===== src/rtl/riscv_package.sv =====
// Shared RV32I decode types for the ALU issue path: operation enum, major
// opcodes and the payload carried from issue into the ALU.
package riscv_package;

  localparam int XLEN = 32;
  localparam int REGW = 5;

  // ALU_ADD must stay at zero so a cleared payload reads as a plain add.
  typedef enum logic [4:0] {
    ALU_ADD  = 5'd0,
    ALU_SUB,
    ALU_XOR,
    ALU_OR,
    ALU_AND,
    ALU_SLL,
    ALU_SRL,
    ALU_SRA,
    ALU_SLT,
    ALU_SLTU,
    ALU_BEQ,
    ALU_BNE,
    ALU_BLT,
    ALU_BGE,
    ALU_BLTU,
    ALU_BGEU
  } alu_operation_e;

  localparam logic [6:0] OPC_OP     = 7'b0110011;
  localparam logic [6:0] OPC_OP_IMM = 7'b0010011;
  localparam logic [6:0] OPC_LOAD   = 7'b0000011;
  localparam logic [6:0] OPC_STORE  = 7'b0100011;
  localparam logic [6:0] OPC_LUI    = 7'b0110111;
  localparam logic [6:0] OPC_AUIPC  = 7'b0010111;
  localparam logic [6:0] OPC_BRANCH = 7'b1100011;

  typedef struct packed {
    logic [XLEN-1:0] operand_a;
    logic [XLEN-1:0] operand_b;
    alu_operation_e  operation;
    logic [REGW-1:0] rd;
    logic            reg_write;
    logic            is_branch;
    logic            illegal;
  } issue_payload_t;

  // Shared funct3 map for OP and OP-IMM; alt selects SUB/SRA.
  function automatic alu_operation_e alu_funct3_op(input logic [2:0] f3, input logic alt);
    alu_operation_e op;
    unique case (f3)
      3'b000:  op = alt ? ALU_SUB : ALU_ADD;
      3'b001:  op = ALU_SLL;
      3'b010:  op = ALU_SLT;
      3'b011:  op = ALU_SLTU;
      3'b100:  op = ALU_XOR;
      3'b101:  op = alt ? ALU_SRA : ALU_SRL;
      3'b110:  op = ALU_OR;
      default: op = ALU_AND;
    endcase
    return op;
  endfunction

endpackage


===== src/rtl/alu_issue_stage_alu_op_decode.sv =====
// Combinational RV32I field decode into an ALU issue payload.
module alu_op_decode
  import riscv_package::*;
(
  input  logic [6:0]      opcode,
  input  logic [2:0]      funct3,
  input  logic [6:0]      funct7,
  input  logic [REGW-1:0] rd_in,
  input  logic [XLEN-1:0] rs1_data,
  input  logic [XLEN-1:0] rs2_data,
  input  logic [XLEN-1:0] imm,
  input  logic [XLEN-1:0] pc,
  output issue_payload_t  payload
);

  logic wr, ill, br, shift;

  always_comb begin
    payload           = '0;
    payload.operand_a = rs1_data;
    payload.operand_b = rs2_data;
    payload.operation = ALU_ADD;
    payload.rd        = rd_in;
    wr    = 1'b0;
    ill   = 1'b0;
    br    = 1'b0;
    shift = (funct3 == 3'b001) || (funct3 == 3'b101);
    unique case (opcode)
      OPC_OP: begin
        wr  = 1'b1;
        ill = !((funct7 == 7'h00) ||
                (funct7 == 7'h20 && (funct3 == 3'b000 || funct3 == 3'b101)));
        payload.operation = alu_funct3_op(funct3, funct7[5]);
      end
      OPC_OP_IMM: begin
        wr  = 1'b1;
        payload.operand_b = imm;
        // funct7 only matters for shifts; ADDI never turns into SUB
        ill = shift && !((funct7 == 7'h00) || (funct7 == 7'h20 && funct3 == 3'b101));
        payload.operation = alu_funct3_op(funct3, (funct3 == 3'b101) && funct7[5]);
      end
      OPC_LOAD: begin
        wr = 1'b1;
        payload.operand_b = imm;
      end
      OPC_STORE: payload.operand_b = imm;
      OPC_LUI: begin
        wr = 1'b1;
        payload.operand_a = '0;
        payload.operand_b = imm;
      end
      OPC_AUIPC: begin
        wr = 1'b1;
        payload.operand_a = pc;
        payload.operand_b = imm;
      end
      OPC_BRANCH: begin
        br = 1'b1;
        unique case (funct3)
          3'b000:  payload.operation = ALU_BEQ;
          3'b001:  payload.operation = ALU_BNE;
          3'b100:  payload.operation = ALU_BLT;
          3'b101:  payload.operation = ALU_BGE;
          3'b110:  payload.operation = ALU_BLTU;
          3'b111:  payload.operation = ALU_BGEU;
          default: ill = 1'b1;
        endcase
      end
      default: ill = 1'b1;
    endcase
    if (ill) begin
      payload.operation = ALU_ADD;
      wr = 1'b0;
      br = 1'b0;
    end
    payload.reg_write = wr && (rd_in != '0);
    payload.is_branch = br;
    payload.illegal   = ill;
  end

endmodule


===== src/rtl/alu_issue_stage.sv =====
// ALU issue stage: decode into a payload, then a 2-entry (main + skid) buffer
// so the ALU sees flopped operands and in_ready comes from a flop.
module alu_issue_stage
  import riscv_package::*;
#(
  parameter int DW = 32,
  parameter int RW = 5
) (
  input  logic           clk,
  input  logic           reset,
  input  logic           in_valid,
  output logic           in_ready,
  input  logic [6:0]     opcode,
  input  logic [2:0]     funct3,
  input  logic [6:0]     funct7,
  input  logic [RW-1:0]  rd_in,
  input  logic [DW-1:0]  rs1_data,
  input  logic [DW-1:0]  rs2_data,
  input  logic [DW-1:0]  imm,
  input  logic [DW-1:0]  pc,
  input  logic           flush,
  output logic           out_valid,
  input  logic           out_ready,
  output logic [DW-1:0]  operand_a,
  output logic [DW-1:0]  operand_b,
  output alu_operation_e operation,
  output logic [RW-1:0]  rd_out,
  output logic           reg_write,
  output logic           is_branch,
  output logic           illegal
);

  issue_payload_t dec, main_q, skid_q;
  logic           main_vld, skid_vld;

  alu_op_decode u_dec (
    .opcode   (opcode),
    .funct3   (funct3),
    .funct7   (funct7),
    .rd_in    (rd_in),
    .rs1_data (rs1_data),
    .rs2_data (rs2_data),
    .imm      (imm),
    .pc       (pc),
    .payload  (dec)
  );

  // A full skid implies a full main and in_ready=0, so no accept can race it.
  always_ff @(posedge clk) begin
    if (reset) begin
      main_vld <= 1'b0;
      skid_vld <= 1'b0;
      main_q   <= '0;
      skid_q   <= '0;
    end else if (flush) begin
      main_vld <= 1'b0;
      skid_vld <= 1'b0;
    end else if (skid_vld) begin
      if (out_ready) begin
        main_q   <= skid_q;
        skid_vld <= 1'b0;
      end
    end else if (in_valid) begin
      if (!main_vld || out_ready) begin
        main_q   <= dec;
        main_vld <= 1'b1;
      end else begin
        skid_q   <= dec;
        skid_vld <= 1'b1;
      end
    end else if (out_ready) begin
      main_vld <= 1'b0;
    end
  end

  assign in_ready  = ~skid_vld;
  assign out_valid = main_vld;
  assign operand_a = main_q.operand_a;
  assign operand_b = main_q.operand_b;
  assign operation = main_q.operation;
  assign rd_out    = main_q.rd;
  assign reg_write = main_q.reg_write;
  assign is_branch = main_q.is_branch;
  assign illegal   = main_q.illegal;

endmodule


===== config.mk =====
export PLATFORM = sky130hd
export DESIGN_NAME = alu_issue_stage
export DESIGN_NICKNAME = d
export VERILOG_FILES = /design/src/rtl/riscv_package.sv /design/src/rtl/alu_issue_stage_alu_op_decode.sv /design/src/rtl/alu_issue_stage.sv
export SDC_FILE = /design/constraint.sdc
export NUM_CORES = 1
export LEC_CHECK = 0
export ABC_AREA = 1
export BUFFER_PORTS_ARGS = -buffer_cell sky130_fd_sc_hd__clkbuf_2
export CORE_MARGIN = 2
export CORE_UTILIZATION = 54
export DETAILED_ROUTE_END_ITERATION = 10
export PLACE_DENSITY = 0.91
export SLEW_MARGIN = 20
export SYNTH_ARGS = -nofsm -noshare
export SYNTH_HDL_FRONTEND = slang
export SYNTH_HIERARCHICAL = 1
export SYNTH_SLANG_ARGS = --single-unit

===== constraint.sdc =====
create_clock -name clk -period 1.86 [get_ports clk]
set_input_delay 0.372 -clock clk [delete_from_list [all_inputs] [get_ports clk]]
set_output_delay 0.372 -clock clk [all_outputs]
set_load 0.01 [all_outputs]

# After elaboration in Yosys (flattened, before gate mapping)
# Index checks and enable logic that the tools add are counted.
[classes]
reduce_logical = 27
n_mux = 28
n_eq_ne = 17
n_bitwise = 3
[op_table]
columns = ["cell", "n"]
rows = [
  ["2-to-1 mux 77 bit", 4],
  ["case mux 5 bit (7 select lines)", 2],
  ["case mux 32 bit (2 select lines)", 1],
  ["2-to-1 mux 32 bit", 1],
  ["== test 7 x 6 -> 1 bit (second input constant)", 4],
  ["case mux 4 bit (6 select lines)", 1],
  ["2-to-1 mux 1 bit", 16],
  ["case mux 5 bit (3 select lines)", 1],
  ["== test 7 x 5 -> 1 bit (second input constant)", 2],
  ["== test 3 bit (second input constant)", 4],
  ["OR reduction 5 bit", 2],
  ["AND reduction 4 bit", 2],
  ["== test 7 x 2 -> 1 bit (second input constant)", 1],
  ["== test 7 bit (second input constant)", 1],
  ["zero test 7 bit", 1],
  ["== test 3 x 2 -> 1 bit (second input constant)", 2],
  ["nonzero test 2 bit", 3],
  ["OR reduction 6 bit", 1],
  ["logical AND 1 bit", 5],
  ["logical OR 1 bit", 5],
  ["2-to-1 mux 5 bit", 1],
  ["nonzero test 5 bit", 1],
  ["case mux 1 bit (4 select lines)", 1],
  ["OR reduction 4 bit", 1],
  ["8 further kinds", 12],
]
[totals]
elab_cells = 91
output_inout_bits = 79
regBits = 156

# Depth between registers and ports, before layout
[depth]
ltp_word = 11
mapped_depth = 14
ltp_nobuf = 14

# Cells and area by module
# Netlist, hierarchy kept.
[by_module_without_submodules]
columns = ["module", "instances", "seq_area_each_um2", "area_each_um2", "cells_each"]
rows = [
  ["alu_issue_stage", 1, 3123.0, 7731.2, 1268],
  ["alu_op_decode", 1, 0.0, 1486.4, 304],
]

# Worst setup path before layout
# OpenSTA, ideal clock, no wires.
[synth_timing]
kind = "input port to flip-flop"
from = "input port opcode[1]"
to = "register main_q (netlist bit is_branch)"
slack_ns = 0.202
arrival_time_ns = 1.543
path_buffers = 1
required_time_ns = 1.745
setup_ns = 0.115
cell_stages = 13
cell_sequence = "nand2_1 > inv_1 > nand2_1 > nor3b_1 > nor2_1 > and3_1 > buf_4 > inv_1 > nor2_1 > nor2_1 > nand3_1 > nand2_1 > nor2_1"
[synth_between]
elab_chain_len = 7
[synth_rtl]
columns = ["item", "line", "rtl"]
rows = [
  ["from (decl)", "alu_issue_stage.sv:13", "input logic [6:0] opcode,"],
  ["== test 7 x 2 -> 1 bit (tied with other cells)", "alu_issue_stage_alu_op_decode.sv:28", "unique case (opcode)"],
  ["OR reduction 4 bit (no source line)", "--", ""],
  ["case mux 1 bit (4 select lines)", "alu_issue_stage_alu_op_decode.sv:28", ""],
  ["2-to-1 mux 1 bit *", "alu_issue_stage_alu_op_decode.sv:71", "if (ill) begin"],
  ["via u_dec.br", "alu_issue_stage_alu_op_decode.sv:16", "logic wr, ill, br, shift;"],
  ["2-to-1 mux 77 bit *", "alu_issue_stage.sv:64", "if (!main_vld || out_ready) begin"],
  ["2-to-1 mux 77 bit *", "alu_issue_stage.sv:63", "end else if (in_valid) begin"],
  ["2-to-1 mux 77 bit *", "alu_issue_stage.sv:58", "end else if (skid_vld) begin"],
  ["to (signal assigned)", "alu_issue_stage.sv:60", "main_q <= skid_q;"],
  ["to (decl)", "alu_issue_stage.sv:33", "issue_payload_t dec, main_q, skid_q;"],
]
# The timed path passes the listed nets; every way through them passes the cells marked *. The select of a mux whose other input is x is not followed.
# A chain may end at the register's enable or synchronous reset.

# Worst setup path after layout
[layout_timing]
from = "register skid_vld"
to = "register main_q (netlist bit operand_b[21])"
[layout_between]
elab_chain_len = 2
[layout_rtl]
columns = ["item", "line", "rtl"]
rows = [
  ["from (decl)", "alu_issue_stage.sv:34", "logic main_vld, skid_vld;"],
  ["from (signal assigned)", "alu_issue_stage.sv:52", "skid_vld <= 1'b0;"],
  ["from (signal assigned)", "alu_issue_stage.sv:57", "skid_vld <= 1'b0;"],
  ["from (signal assigned)", "alu_issue_stage.sv:61", "skid_vld <= 1'b0;"],
  ["inequality test 2 bit (no source line) / nonzero test 2 bit (equally long branches)", "--", ""],
  ["AND reduction 4 bit (no source line)", "--", ""],
]
# Several ways; a longest one is shown, not always the timed one.

==> summary.md <==
| Metric | Value |
|---|---|
| Status | finished, final reports clean |
| Crit path arrival time | 1.93 ns |
| Syn Inst Count | 1,572 |
| Wirelength per Cell | 12.4 um |
| H-tree levels | 4 |
| Worst setup EP type | flop |
| Worst Setup Start Kind | flop |
| Max IR drop VDD | 0.000631 V |
| Layout Utilization | 66.8% |
| Post-route ant nets | 0 |
| Final Power | 8.71 mW |
| # resized after CTS | 0 |
| Maxcap violations | 0 |
| RSZ-0062 raised after global routing | false |
| R2R Path End | operand_b[21]$_SDFFE_PP0P_ |
| PwrDens | 783 mW/mm^2 |
| Hold_sp | out_ready |
| DRT Wirelength | 24.5 mm |
| Hold violation total from the final report | 0 |
| # DRC | 0 |
| Req. time, crit path | 2.22 ns |
| P_leak | 6.28 nW |
| Worst min path class | in2reg |
| Yosys warning count | 6 |
| Final setup fails | 0 |
| Hold buffers post-CTS | 0 |
| Worst R2R Start | skid_vld$_SDFF_PP0_ |
| Post-CTS setup buffer count | 0 |
| IO buf count | 233 |
| IO Count | 234 |
| Fmax | 637 MHz |
| Post-Synthesis Cell Area | 0.00922 mm^2 |
| TNS Setup | 0 ns |
| Hold Slack | 0.273 ns |
| Reg2Reg Setup Slack | 0.29 ns |
| N_diodes | 0 |
| Fill count | 1,457 |
| Global-route wire length before repair | 39.8 mm |
| Drt first pass iters | 8 |
| Share of cells above drive strength 1 | 19.0% |
| Fin crit period | 1.57 ns |
| HPWL after DPL | 15.8 mm |
| Reg area | 0.00313 mm^2 |
| Slew Limit Fails | 0 |
| Seq/Total Area, Yosys | 33.9% |
| CTS tree | built |
| Yosys reg bits | 156 |
| CTS Root Cell | clkbuf_16 |
| Vias | 10.1k |
| Clock Skew | 0.00922 ns |
| Initial antenna violation count | 0 |
| Vias per std cell | 5.12 |
| Pin count of the biggest net entering global routing | 80 |
| Vias in the first global route | 8,958 |
| Worst skew pair latency | 0.43 ns |
| Most frequent cells in the layout | nor2_1, nand2_1, clkbuf_2 |
| Die X | 135 um |
| DR iter-0 viols | 682 |
| Clock sinks | 156 |
| Synth cell types | 31 |
| Die footprint | 0.0181 mm^2 |
| Syn nets | 1,731 |
| Nets | 1,897 |
| Syn avg cell area | 5.86 um^2 |
| Layout area overhead | 20.7% |
| Placer Congestion | 0.849 |
| Critical path class | reg2reg |
| Hold Path Cell Cnt | 4 |
| Gr usage total | 26.6% |
| Num rows | 47 |
| R2R cell count | 7 |
| GR Overflow Total | 0 |
| Initial Util | 55.4% |
| Worst Max-Slew Pin Slew | 0.665 ns |
| Worst-case clock buffer depth | 2 |
| CTS buffer count | 17 |
| Total core area | 0.0166 mm^2 |
| Crit share post-route | 84.4% |
| Commonest non-fill, non-tap cell in the layout | nor2_1 |
| Worst-path clk slew | 0.06 ns |
| Die H | 135 um |
| Multi-input gate area | 0.00475 mm^2 |
| Worst Hold End | skid_vld$_SDFF_PP0_ |
| Crit Path Max Fanout | 64 |
| Relative slew margins | 55.7% |
[worst max-delay path: stages, from the launching register on]
cell,delay (ns)
dfxtp_4,0.44
buf_4,0.55
nand2_1,0.13
inv_1,0.09
nor2_1,0.05
nand3_1,0.07
nand2_1,0.05
nor2_1,0.09
[logic make-up after synthesis]
logic type | count (synthesis) | synth area share (%)
and+or+nand+nor | 972 | 43.3
buffers and inverters | 320 | 14.7
DFF | 156 | 33.9
AOI/OAI and AO/OA | 119 | 7.47
adders and majority gates | 4 | 0.543
other | 1 | 0.0407
[sequential cells by signal, summed over array words and instances, names as in the netlist]
register,cells
skid_vld,1
operation,5
reg_write,1
operand_b,32
skid_q,77
rd_out,5
illegal,1
is_branch,1
out_valid,1
operand_a,32
[power by group]
group | switching (mW) | internal, mW
combinational | 0.786 | 0.516
sequential | 0.0803 | 3.48
clock | 1.39 | 2.45
total | 2.26 | 6.45
[area by class of cell]
class / count / area share [%]
Clock buffer: 21 / 4.14
Clock inverter: 10 / 1.70
Inverter: 206 / 6.97
Multi-Input combinational cell: 1096 / 42.7
Sequential cell: 156 / 28.1
Tap cell: 220 / 2.47
Timing Repair Buffer: 261 / 13.9
[layer usage]
layer | up-vias | global-route usage (%) | share of wire, %
li1 | 5102 | - | -
met1 | 4526 | 32.6 | 41
met2 | 387 | 45.7 | 49
met3 | 67 | 4.32 | 6.5
met4 | 0 | 12.6 | 3.1
met5 | - | 0 | 0
[metrics by stage]
| step | setup slack [ns] | std cells | cell area (um^2) |
|---|---|---|---|
| after CTS | 0.290 | 1970 | 11100 |
| after detailed placement | 0.00248 | 1939 | 10500 |
| after global placement | 0.0841 | 1939 | 10500 |
| after floorplan | 0.202 | 1572 | 9220 |
| after global routing | 0.123 | 1970 | 11100 |
| final | 0.291 | 1970 | 11100 |
[cells in the mapped netlist]
cell,instances,share of area [%]
or2_2,1,0.068
and3_1,1,0.068
nand3_1,198,11
nand3_4,2,0.38
nand2_1,351,14
a21oi_2,1,0.095
a21oi_4,1,0.18
buf_6,3,0.37
inv_1,200,8.1
buf_4,24,2.0
nand4_1,1,0.068
o21ai_1,13,0.71
buf_2,36,2.0
nor3b_1,1,0.081
inv_2,6,0.24
nand2_2,2,0.14
o21ai_2,20,1.9
ha_1,4,0.54
nor2_4,2,0.24
nor3_1,2,0.11
o21ai_0,2,0.11
nor2_8,1,0.22
o211ai_1,1,0.081
conb_1,1,0.041
nor2_1,405,16
dfxtp_1,156,34
a21oi_1,81,4.4
nand3_2,2,0.22
nor2_2,3,0.20
clkbuf_1,40,1.6
buf_1,11,0.45
[how the worst max path moves through the flow]
stage | from | end | depth (start not counted)
after floorplan | opcode[1] | is_branch$_SDFFE_PP0P_ | 13
after global placement | opcode[2] | operand_b[22]$_SDFFE_PP0P_ | 13
after detailed placement | opcode[1] | reg_write$_SDFFE_PP0P_ | 14
after CTS | skid_vld$_SDFF_PP0_ | operand_a[3]$_SDFFE_PP0P_ | 6
after global routing | skid_vld$_SDFF_PP0_ | operand_b[21]$_SDFFE_PP0P_ | 7
final | skid_vld$_SDFF_PP0_ | operand_b[21]$_SDFFE_PP0P_ | 7
Power figures use the tool's default switching activity.
